### src/rtl/pipe_hazard_unit.sv
// ---------------------------------------------------------------------------
// pipe_hazard_unit
//
// Hazard and forwarding controller for the MIPS32 pipeline. It keeps a
// scoreboard of in-flight register writers, one entry per stage from EX
// onward, and produces three things:
//   - forward selects for the two EX operands, registered as the consumer
//     moves from ID into EX
//   - a load-use stall
//   - redirect flushes for taken branches and resolved jumps
//
// Parameters:
//   REG_AW    register address width
//   FWD_DEPTH number of stages after EX that can forward (1..6)
//   LOAD_LAT  a load is forwardable only from scoreboard index > LOAD_LAT-1
//             (that is, stage index > LOAD_LAT); range 0..FWD_DEPTH-1
//   FW        forward-select width (derived)
//
// Ports:
//   clk, reset        rising-edge clock; asynchronous active-high reset
//   hold              global freeze: nothing registered updates
//   id_*              decoded fields of the instruction sitting in ID
//   ex_redirect       branch taken or jump resolved in EX this cycle
//   stall             hold PC and IF/ID, load a bubble into ID/EX (comb)
//   flush_if_id       clear IF/ID (comb)
//   flush_id_ex       load a bubble into ID/EX (comb)
//   fwd_a, fwd_b      EX operand selects: 0 = register file,
//                     k = result held k stages after EX
//   stall_cnt,
//   flush_cnt         saturating event counters, present only when the
//                     macro HAZ_PERF_CNT_EN is defined
//
// Handshake: there is no valid/ready pair here. The pipeline obeys stall and
// flush in the same cycle they are asserted; during hold it ignores them.
// ---------------------------------------------------------------------------
module pipe_hazard_unit #(
  parameter int REG_AW    = 5,
  parameter int FWD_DEPTH = 2,
  parameter int LOAD_LAT  = 1,
  parameter int FW        = $clog2(FWD_DEPTH + 1)
) (
  input  logic              clk,
  input  logic              reset,
  input  logic              hold,
  input  logic              id_valid,
  input  logic [REG_AW-1:0] id_rs,
  input  logic [REG_AW-1:0] id_rt,
  input  logic              id_use_rs,
  input  logic              id_use_rt,
  input  logic              id_reg_write,
  input  logic [REG_AW-1:0] id_dest,
  input  logic              id_is_load,
  input  logic              ex_redirect,
  output logic              stall,
  output logic              flush_if_id,
  output logic              flush_id_ex,
  output logic [FW-1:0]     fwd_a,
  output logic [FW-1:0]     fwd_b
`ifdef HAZ_PERF_CNT_EN
  ,
  output logic [15:0]       stall_cnt,
  output logic [15:0]       flush_cnt
`endif
);

  // Scoreboard: index 0 is the instruction in EX, index j is j stages later.
  logic [FWD_DEPTH-1:0] s_valid;
  logic [FWD_DEPTH-1:0] s_load;
  logic [REG_AW-1:0]    s_dest [FWD_DEPTH];

  logic [FW-1:0] code_a;
  logic [FW-1:0] code_b;
  logic          load_hz_a;
  logic          load_hz_b;
  logic          bubble;
  logic          id_writes;

  // Youngest-match search. Scanning from the oldest entry down to index 0
  // lets the youngest matching writer overwrite any older one.
  always_comb begin
    code_a    = '0;
    code_b    = '0;
    load_hz_a = 1'b0;
    load_hz_b = 1'b0;
    for (int j = FWD_DEPTH - 1; j >= 0; j--) begin
      if (id_use_rs && s_valid[j] && (s_dest[j] == id_rs) && (id_rs != '0)) begin
        code_a    = FW'(j + 1);
        load_hz_a = s_load[j] && (j < LOAD_LAT);
      end
      if (id_use_rt && s_valid[j] && (s_dest[j] == id_rt) && (id_rt != '0)) begin
        code_b    = FW'(j + 1);
        load_hz_b = s_load[j] && (j < LOAD_LAT);
      end
    end
  end

  // A redirect squashes the ID instruction anyway, so it overrides stall.
  assign stall       = id_valid && (load_hz_a || load_hz_b) && !ex_redirect;
  assign flush_if_id = ex_redirect && !hold;
  assign flush_id_ex = ex_redirect && !hold;

  assign bubble    = stall || flush_id_ex;
  assign id_writes = id_valid && id_reg_write && (id_dest != '0);

  // Writes to $0 never enter the scoreboard; the oldest entry simply falls
  // off on the next shift because the register file is write-first.
  always_ff @(posedge clk or posedge reset) begin
    if (reset) begin
      s_valid <= '0;
      s_load  <= '0;
      for (int j = 0; j < FWD_DEPTH; j++) s_dest[j] <= '0;
      fwd_a   <= '0;
      fwd_b   <= '0;
    end else if (!hold) begin
      for (int j = 1; j < FWD_DEPTH; j++) begin
        s_valid[j] <= s_valid[j-1];
        s_load[j]  <= s_load[j-1];
        s_dest[j]  <= s_dest[j-1];
      end
      s_valid[0] <= id_writes && !bubble;
      s_load[0]  <= id_is_load;
      s_dest[0]  <= id_dest;
      fwd_a      <= bubble ? '0 : code_a;
      fwd_b      <= bubble ? '0 : code_b;
    end
  end

`ifdef HAZ_PERF_CNT_EN
  always_ff @(posedge clk or posedge reset) begin
    if (reset) begin
      stall_cnt <= '0;
      flush_cnt <= '0;
    end else if (!hold) begin
      if (stall && (stall_cnt != 16'hFFFF)) stall_cnt <= stall_cnt + 16'd1;
      if (flush_id_ex && (flush_cnt != 16'hFFFF)) flush_cnt <= flush_cnt + 16'd1;
    end
  end
`endif

endmodule

### config.mk
export PLATFORM = sky130hd
export DESIGN_NAME = pipe_hazard_unit
export DESIGN_NICKNAME = d
export VERILOG_FILES = /design/src/rtl/pipe_hazard_unit.sv
export SDC_FILE = /design/constraint.sdc
export NUM_CORES = 1
export LEC_CHECK = 0
export ABC_AREA = 1
export CAP_MARGIN = 0
export CORE_ASPECT_RATIO = 0.75
export CORE_MARGIN = 2
export CORE_UTILIZATION = 25
export CTS_BUF_LIST = sky130_fd_sc_hd__clkbuf_8
export DETAILED_ROUTE_END_ITERATION = 7
export GPL_TIMING_DRIVEN = 0
export SLEW_MARGIN = 0
export SYNTH_ARGS = -nofsm -noshare
export SYNTH_HDL_FRONTEND = slang
export SYNTH_SLANG_ARGS = --single-unit
### constraint.sdc
create_clock -name clk -period 1.28 [get_ports clk]
set_clock_uncertainty 0.05 [all_clocks]
set_input_delay 0.256 -clock clk [delete_from_list [all_inputs] [get_ports clk]]
set_output_delay 0.256 -clock clk [all_outputs]
set_load 0.005 [all_outputs]
==> flow_summary.json, run 1 <==
{
  "cts_max_level": 1,
  "vias": 1291,
  "grt_first_pass_wirelength_microns": 5380,
  "startpoint": "s_dest[9]$_DFFE_PP0N_",
  "numCtsBuffers": 3,
  "cts_root_buf": "clkbuf_8",
  "yosysTopAreaCellShare_pct": 35.3,
  "critPathLaunchType": "register",
  "insertion_delay_ns": 0.25,
  "yosysMostFrequentCell": "nand2_1",
  "drc_errors": 0,
  "ys_types": 20,
  "drt-vias-per-instance": 4.35,
  "dpl.cell_count": 278,
  "arrival_ns": 1.41,
  "wl_per_cell_microns": 10.9,
  "pre_cts_slack_ns": -1.04,
  "holdBufCountCts": 0,
  "p_per_area_nw_per_um2": 787,
  "crit_chain": "inv_2 -> nand2_1 -> nand2_1 -> nand2_2 -> nor2_2 -> nand2_2 -> nand2_2 -> nand2_2 -> inv_1 -> buf_2",
  "fin_area_sq_um": 1750,
  "start_util_pct": 26.5,
  "die_x_microns": 84.2,
  "post-synth-top-area-cell": "dfrtp_1",
  "worstSetupPathDepth": 10,
  "synth-seq-cells": 17,
  "critical-path-top-delay-family": "simple AND/OR/NAND/NOR gates",
  "worstMarginPinSlew_ns": 0.634,
  "grt_overflow": 0,
  "syn_inst": 192,
  "die_area_sq_um": 5400,
  "ios": 31,
  "drive_gt1_share_pct": 25.0,
  "final-hold-violation-count": 0,
  "synth_commonest_cells": "76 x nand2_1, 24 x inv_1, 20 x nor2_1, 17 x dfrtp_1, 10 x o21ai_0",
  "rr_startpoint": "s_dest[9]$_DFFE_PP0N_",
  "crit_path_frequent_cell": "nand2_2",
  "syn_avg_cell_area_sq_um": 6.28,
  "wl_microns": 3240,
  "antennaDiodeCount": 0,
  "chipHeight_microns": 64.1,
  "hp-class": "in -> reg",
  "r2r_cells": 12,
  "critPathBufInv": 3,
  "peakVddDrop_mv": 0.454,
  "setup_slack_ns": -0.441,
  "async_flop_share_pct": 100,
  "drt_pass1_iterations": 4,
  "antenna_found_initial": 0,
  "syn_to_final_growth_pct": 45.3,
  "run_status": "finished, violations left",
  "placed_area_sq_um": 1570,
  "seq_area_frac_synth_pct": 35.3,
  "rows": 21,
  "critPathRequiredTime_ns": 0.97,
  "grt_usage_pct": 12.4,
  "rsz0062_at_grt": "true",
  "final_util_pct": 38.5,
  "post_synth_main_area_contributors": "dfrtp_1 35%, nand2_1 24%, inv_1 7.5%",
  "clock_path_buffers": 2,
  "path_max_fanout": 4,
  "finalSetupViolations": 6,
  "max_freq_mhz": 581,
  "drtIter0Drc": 68,
  "cts_tree": "done",
  "drv_slew": 0,
  "coreArea_sq_um": 4550,
  "cap_violations": 0,
  "reg2reg_slack_ns": -0.26,
  "synthFlopType": "dfrtp_1",
  "netlist_area_sq_um": 1200,
  "post-dp-hpwl_microns": 2510,
  "cts_sinks": 17,
  "holdWs_ns": 0.227,
  "syn_nets": 216,
  "grt_max_degree": 18,
  "gp_congestion": 0.907,
  "clk_pin_slew_ns": 0.06,
  "synth_edf_count": 0,
  "slew-limit-headroom_pct": 57.7,
  "critical_path.max_stage_delay_ns": 0.45,
  "crit_end": "stall",
  "slowest_stage": "dfrtp_2",
  "setup.worst_path.class": "reg -> out",
  "ant_nets": 0,
  "grt_pass1_vias": 1193,
  "port_buffers": 29,
  "r2r_end": "fwd_b[1]$_DFFE_PP0N_",
  "yosysWarnings": 0,
  "min_period_over_period_pct": 134,
  "violations": "negative setup slack",
  "fillers": 501,
  "min_period_ns": 1.72,
  "finalNetCount": 265,
  "p_leak_uw": 0.000946,
  "endpoint_kind": "output port",
  "instances_no_fill": 297
}
worst min path at each step:
| stage | start | end | slack (ns) | cells after the start |
|---|---|---|---|---|
| 2_1_floorplan | reset | fwd_a[0]$_DFFE_PP0N_ | 0.13 | 1 |
| 3_3_place_gp | s_load[0]$_DFFE_PP0N_ | s_load[0]$_DFFE_PP0N_ | 0.42 | 2 |
| 3_5_place_dp | fwd_b[0]$_DFFE_PP0N_ | fwd_b[0]$_DFFE_PP0N_ | 0.42 | 2 |
| 4_1_cts | hold | s_dest[9]$_DFFE_PP0N_ | 0.23 | 2 |
| 5_1_grt | hold | s_dest[9]$_DFFE_PP0N_ | 0.23 | 2 |
| 6_report | hold | s_dest[9]$_DFFE_PP0N_ | 0.23 | 2 |
power breakdown:
part | internal [uW] | switching (uW) | total (uW)
Sequential | 579 | 47.5 | 627
Clock | 212 | 172 | 384
Combinational | 171 | 196 | 367
Total | 963 | 415 | 1380
registers in the layout, summed over array words and instances, names as in the netlist:
signal / cells
s_dest: 10
fwd_b: 2
s_load: 1
s_valid: 2
fwd_a: 2
cell type report:
class	instances	area [sq um]	area share [%]
flip-flops and latches	17	428	24.4
clock buffers	3	41.3	2.36
plain buffers	4	33.8	1.93
multi-input cells	139	672	38.4
clock inverters	1	3.75	0.214
repair buffers	44	375	21.4
inverters	32	125	7.15
well taps	57	71.3	4.07
cells in the final DEF, fill, tap and decap left out, types with 9 or more instances in the layout:
master and instances:
dfrtp_1 15, buf_4 15, inv_1 20, nor2_1 17, nand2_2 9, clkdlybuf4s50_1 9, dlygate4sd2_1 17, nand2_1 72
o21ai_0 10, inv_2 11
metal layers:
| metal | vias up | share of wire [%] | routed length, microns | global-route usage [%] |
|---|---|---|---|---|
| met5 | - | 0 | 0 | 0 |
| met4 | 0 | 1.4 | 46 | 3.63 |
| met3 | 6 | 5.7 | 185 | 1.55 |
| met2 | 41 | 41 | 1330 | 18.8 |
| met1 | 571 | 52 | 1670 | 18.4 |
| li1 | 673 | - | - | - |
cells by family after synthesis:
| logic type | count (synthesis) | synth area share, % |
|---|---|---|
| compound gates | 12 | 4.98 |
| buf+inv | 36 | 13.2 |
| flops | 17 | 35.3 |
| xor+xnor | 6 | 4.36 |
| simple gates | 121 | 42.2 |
metrics by stage:
step,total power [uW],TNS (ns)
floorplan,823,0
global placement,968,-4.45
detailed placement,971,-4.53
CTS,1380,-1.28
global route,1460,-2.50
finish,1380,-1.72
timing repair:
item,in CTS,in global routing
resized for setup,36,13
pin swaps,10,5
setup endpoints to repair,12,7
setup buffers,13,2
gates cloned,0,0
Power figures use the tool's default switching activity.
==> run 2: changes to the inputs <==
Settings changed: CORE_UTILIZATION 25 to 45, PLACE_DENSITY from default to 0.77.
==> flow_summary.json, run 2 (synthesis gave the netlist of run 1 again) <==
{
  "cap_violations": 0,
  "drc_errors": 0,
  "antennaDiodeCount": 0,
  "clock_path_buffers": 2,
  "path_max_fanout": 4,
  "mostFrequentLayoutCells": "69 x nand2_1, 19 x inv_1, 18 x nor2_1",
  "dpl.cell_count": 257,
  "wl_per_cell_microns": 11.7,
  "ant_nets": 0,
  "layout_commonest_cell": "nand2_1",
  "power_uw": 1400,
  "die_x_microns": 63.8,
  "instances_no_fill": 279,
  "insertion_delay_ns": 0.25,
  "startpoint": "s_dest[9]$_DFFE_PP0N_",
  "drt_pass1_iterations": 4,
  "final-hold-violation-count": 0,
  "worstMarginPinSlew_ns": 0.658,
  "final_util_pct": 67.2,
  "slew-limit-headroom_pct": 56.1,
  "grt_max_degree": 18,
  "drtIter0Drc": 46,
  "port_buffers": 29,
  "gp_congestion": 0.927,
  "wl_microns": 3280,
  "post-dp-hpwl_microns": 2290,
  "drive_gt1_share_pct": 25.9,
  "critPathRequiredTime_ns": 0.97,
  "hp-class": "in -> reg",
  "run_status": "finished, violations left",
  "peakVddDrop_mv": 0.654,
  "start_util_pct": 46.7,
  "grt_overflow": 0,
  "min_period_over_period_pct": 137,
  "critPathLaunchType": "register",
  "hp-start": "hold",
  "cts_root_buf": "clkbuf_8",
  "numCtsBuffers": 3,
  "p_leak_uw": 0.000963,
  "cts_max_level": 1,
  "setup_slack_ns": -0.476,
  "min_period_ns": 1.76,
  "largest_register_ff_count": 10,
  "chipHeight_microns": 48.8,
  "endpoint_kind": "output port",
  "clk_pin_slew_ns": 0.06,
  "grt_first_pass_wirelength_microns": 5420,
  "finalNetCount": 268,
  "rows": 16,
  "largest-register": "s_dest",
  "max_freq_mhz": 570,
  "vias": 1293,
  "syn_to_final_growth_pct": 44.0,
  "holdBufCountCts": 0,
  "ios": 31,
  "setup.worst_path.class": "reg -> out",
  "drv_slew": 0,
  "rsz0062_at_grt": "true",
  "grt_pass1_vias": 1179,
  "die_area_sq_um": 3110,
  "drt-vias-per-instance": 4.63,
  "p_per_area_nw_per_um2": 809,
  "rr_startpoint": "s_dest[9]$_DFFE_PP0N_",
  "coreArea_sq_um": 2580,
  "cts_tree": "done",
  "grt_usage_pct": 22.8,
  "arrival_ns": 1.45,
  "finalSetupViolations": 6,
  "violations": "negative setup slack",
  "cts_sinks": 17,
  "antenna_found_initial": 0,
  "pre_cts_slack_ns": -1.01
}
==> run 2: cell types whose count changed in the layout (fill, tap and decap cells not counted), moves of 2 or more <==
cell	before	now
nand3_2	6	3
buf_6	3	5
nand2_1	72	69
nand2_2	9	12
nand3_1	4	7
buf_4	15	17
==> run 2: timing repair <==
action | CTS | global route
buffers inserted | 17 | 4
pin swaps | 14 | 10
endpoints found under the setup margin | 12 | 7
gates resized for setup | 38 | 12
==> run 2: layout make-up <==
type	count	area (sq um)
Buffer	3	26.3
Multi-Input combinational cell	139	657
Timing Repair Buffer	48	410
Inverter	32	125
Tap cell	36	45.0
Clock inverter	1	3.75
Clock buffer	3	41.3
Sequential cell	17	427
Fill cell	249	847
==> run 2: stage by stage <==
step           setup TNS (ns)  area (sq um)  hold slack, ns
2_1_floorplan               0          1200           0.132
3_3_place_gp            -4.27          1540           0.415
3_5_place_dp            -4.32          1540           0.416
4_1_cts                 -1.17          1690           0.199
5_1_grt                 -2.01          1740           0.215
6_report                -1.48          1740           0.192
==> run 2: worst max-delay path, stage by stage, from the launching register on <==
cell and delay [ns]:
dfrtp_2 0.44, inv_2 0.10, nand2_1 0.05, nand2_1 0.06
nand2_2 0.06, nor2_2 0.11, nand2_2 0.08, nand2_2 0.09
nand2_2 0.06, inv_2 0.04, buf_2 0.09
==> run 2: routing by layer <==
layer	vias up	wire length [microns]	global-route usage (%)
met5	-	0	0
met2	48	1420	34.2
met3	8	221	3.93
li1	681	-	-
met1	556	1580	34.4
met4	0	51	5.43
==> run 2: report_power, final <==
group	internal [uW]	leakage (uW)	total [uW]	switching [uW]
combinational	179	0.000719	379	200
clock	213	0.0000269	399	186
sequential	578	0.000217	625	47.0
==> run 2: worst paths after layout <==
kind                                         end  depth (start not counted)  slack, ns
setup reg to reg            fwd_a[1]$_DFFE_PP0N_                         11      -0.21
hold reg to reg             fwd_a[0]$_DFFE_PP0N_                          2       0.42
max in group asynchronous  s_dest[9]$_DFFE_PP0N_                          2       0.37
setup / recovery                           stall                         10      -0.48
min in group asynchronous   fwd_b[0]$_DFFE_PP0N_                          2       0.35
hold / removal             s_dest[9]$_DFFE_PP0N_                          2       0.19
==> run 3: changes to the inputs <==
Settings changed: CORE_UTILIZATION 45 to 55, DONT_BUFFER_PORTS from default to 1, PLACE_DENSITY 0.77 to 0.81.
==> flow_summary.json, run 3 (synthesis gave the netlist of run 1 again) <==
{
  "min_period_over_period_pct": 130,
  "drtIter0Drc": 83,
  "cts_max_level": 1,
  "pwr-share-seq_pct": 47.7,
  "fillers": 198,
  "antennaDiodeCount": 0,
  "worstMarginPinSlew_ns": 0.634,
  "largest_register_ff_count": 10,
  "path_max_fanout": 5,
  "gp_congestion": 0.925,
  "drc_errors": 0,
  "endpoint_kind": "output port",
  "run_status": "finished, violations left",
  "largest-register": "s_dest",
  "critPathLaunchType": "register",
  "cap_violations": 0,
  "power_switching_share_pct": 31.0,
  "clk_pin_slew_ns": 0.07,
  "vias": 1186,
  "grt_max_degree": 18,
  "die_area_sq_um": 2590,
  "cts_tree": "done",
  "port_buffers": 0,
  "p_per_area_nw_per_um2": 973,
  "die_x_microns": 58.0,
  "antenna_found_initial": 0,
  "cts_root_buf": "clkbuf_8",
  "drt-vias-per-instance": 5.27,
  "max_freq_mhz": 600,
  "hp-class": "in -> reg",
  "numCtsBuffers": 3,
  "insertion_delay_ns": 0.26,
  "ant_nets": 0,
  "power_uw": 1310,
  "min_period_ns": 1.67,
  "setup_slack_ns": -0.386,
  "slowest_stage": "dfrtp_1",
  "seqCellArea_sq_um": 427,
  "drv_slew": 0,
  "setup.worst_path.class": "reg -> out",
  "rows": 14,
  "mostFrequentLayoutCells": "73 x nand2_1, 20 x inv_1, 19 x nor2_1",
  "wl_microns": 3020,
  "internal_power_uw": 904,
  "multi_input_area_sq_um": 644,
  "final-hold-violation-count": 0,
  "p_leak_uw": 0.000753,
  "rsz0062_at_grt": "true",
  "grt_usage_pct": 27.0,
  "instances_no_fill": 225,
  "coreArea_sq_um": 2030,
  "violations": "negative setup slack",
  "grt_overflow": 0,
  "finalNetCount": 226,
  "dpl.cell_count": 216,
  "pwr-share-clk_pct": 31.5,
  "pwr-share-comb_pct": 20.7,
  "grt_first_pass_wirelength_microns": 5200,
  "grt_pass1_vias": 1153,
  "peakVddDrop_mv": 0.805,
  "power.switching_uw": 406,
  "syn_to_final_growth_pct": 11.7,
  "drive_gt1_share_pct": 19.4,
  "wl_per_cell_microns": 13.4,
  "post-dp-hpwl_microns": 2310,
  "cts_sinks": 17,
  "chipHeight_microns": 44.5,
  "layout_commonest_cell": "nand2_1",
  "finalSetupViolations": 6,
  "crit_chain": "inv_2 -> nand2_1 -> nand2_1 -> nor2_2 -> nand3_2 -> nand2_2 -> nand2_4 -> inv_2",
  "arrival_ns": 1.36,
  "drt_pass1_iterations": 4,
  "ios": 31,
  "slew-limit-headroom_pct": 57.7,
  "start_util_pct": 59.3,
  "critical_path.max_stage_delay_ns": 0.42,
  "clock_path_buffers": 2,
  "critPathRequiredTime_ns": 0.97
}
==> run 3: power by group through the flow <==
stage,clock network [uW],logic (uW),registers (uW)
CTS,406,270,622
global placement,0,237,630
global route,442,316,629
finish,413,272,625
detailed placement,0,248,632
floorplan,0,205,618
==> run 3: final cells by class <==
cell class | count | area share (%)
clock buffer | 3 | 3.07
sequential | 17 | 31.7
timing repair buffer | 5 | 2.97
inverter | 32 | 9.29
buffer | 4 | 2.51
tap | 24 | 2.23
multi-input combinational | 139 | 47.9
clock inverter | 1 | 0.372
==> run 3: final timing paths <==
| kind | startpoint | endpoint | slack [ns] | cells past startpoint |
|---|---|---|---|---|
| max in group asynchronous | reset | s_dest[7]$_DFFE_PP0N_ | 0.25 | 2 |
| min | id_is_load | s_load[0]$_DFFE_PP0N_ | 0.06 | 2 |
| max reg2reg | s_dest[8]$_DFFE_PP0N_ | fwd_b[0]$_DFFE_PP0N_ | -0.21 | 10 |
| min reg2reg | s_load[0]$_DFFE_PP0N_ | s_load[0]$_DFFE_PP0N_ | 0.43 | 2 |
| max | s_dest[8]$_DFFE_PP0N_ | stall | -0.39 | 8 |
| min in group asynchronous | reset | s_valid[1]$_DFFE_PP0N_ | 0.48 | 2 |
==> run 3: what timing repair did <==
action / CTS / global route
endpoints found under the setup margin: 6 / 6
hold buffers: 1 / 0
gates resized for setup: 7 / 5
endpoints found under the hold margin: 17 / 0
pin swaps: 6 / 6
buffers inserted: 4 / 1
==> run 3: through the flow <==
stage               cell area, sq um  setup slack, ns  utilization, %  TNS [ns]  hold WS (ns)
floorplan                       1200          0.00323               -         0         0.132
global placement                1230           -0.169            60.8    -0.531         0.205
detailed placement              1230           -0.178            60.8    -0.611         0.212
CTS                             1330           -0.358            65.5     -1.16        0.0670
global route                    1350           -0.513            66.3     -2.16        0.0739
finish                          1350           -0.386            66.3     -1.34        0.0569
==> run 3: worst max-delay path, delay by kind of cell, from the launching register on <==
kind                   cells  cell delay (ns)
AND/OR/NAND/NOR            6             0.53
flip-flops                 1             0.42
buffers and inverters      2             0.14
==> run 3: routing by layer <==
metal,wire [microns],track usage (%),share of wire [%]
met1,1340,38.1,44
met2,1420,42.5,47
met3,232,4.39,7.7
met4,32,9.77,1.1
met5,0,0,0
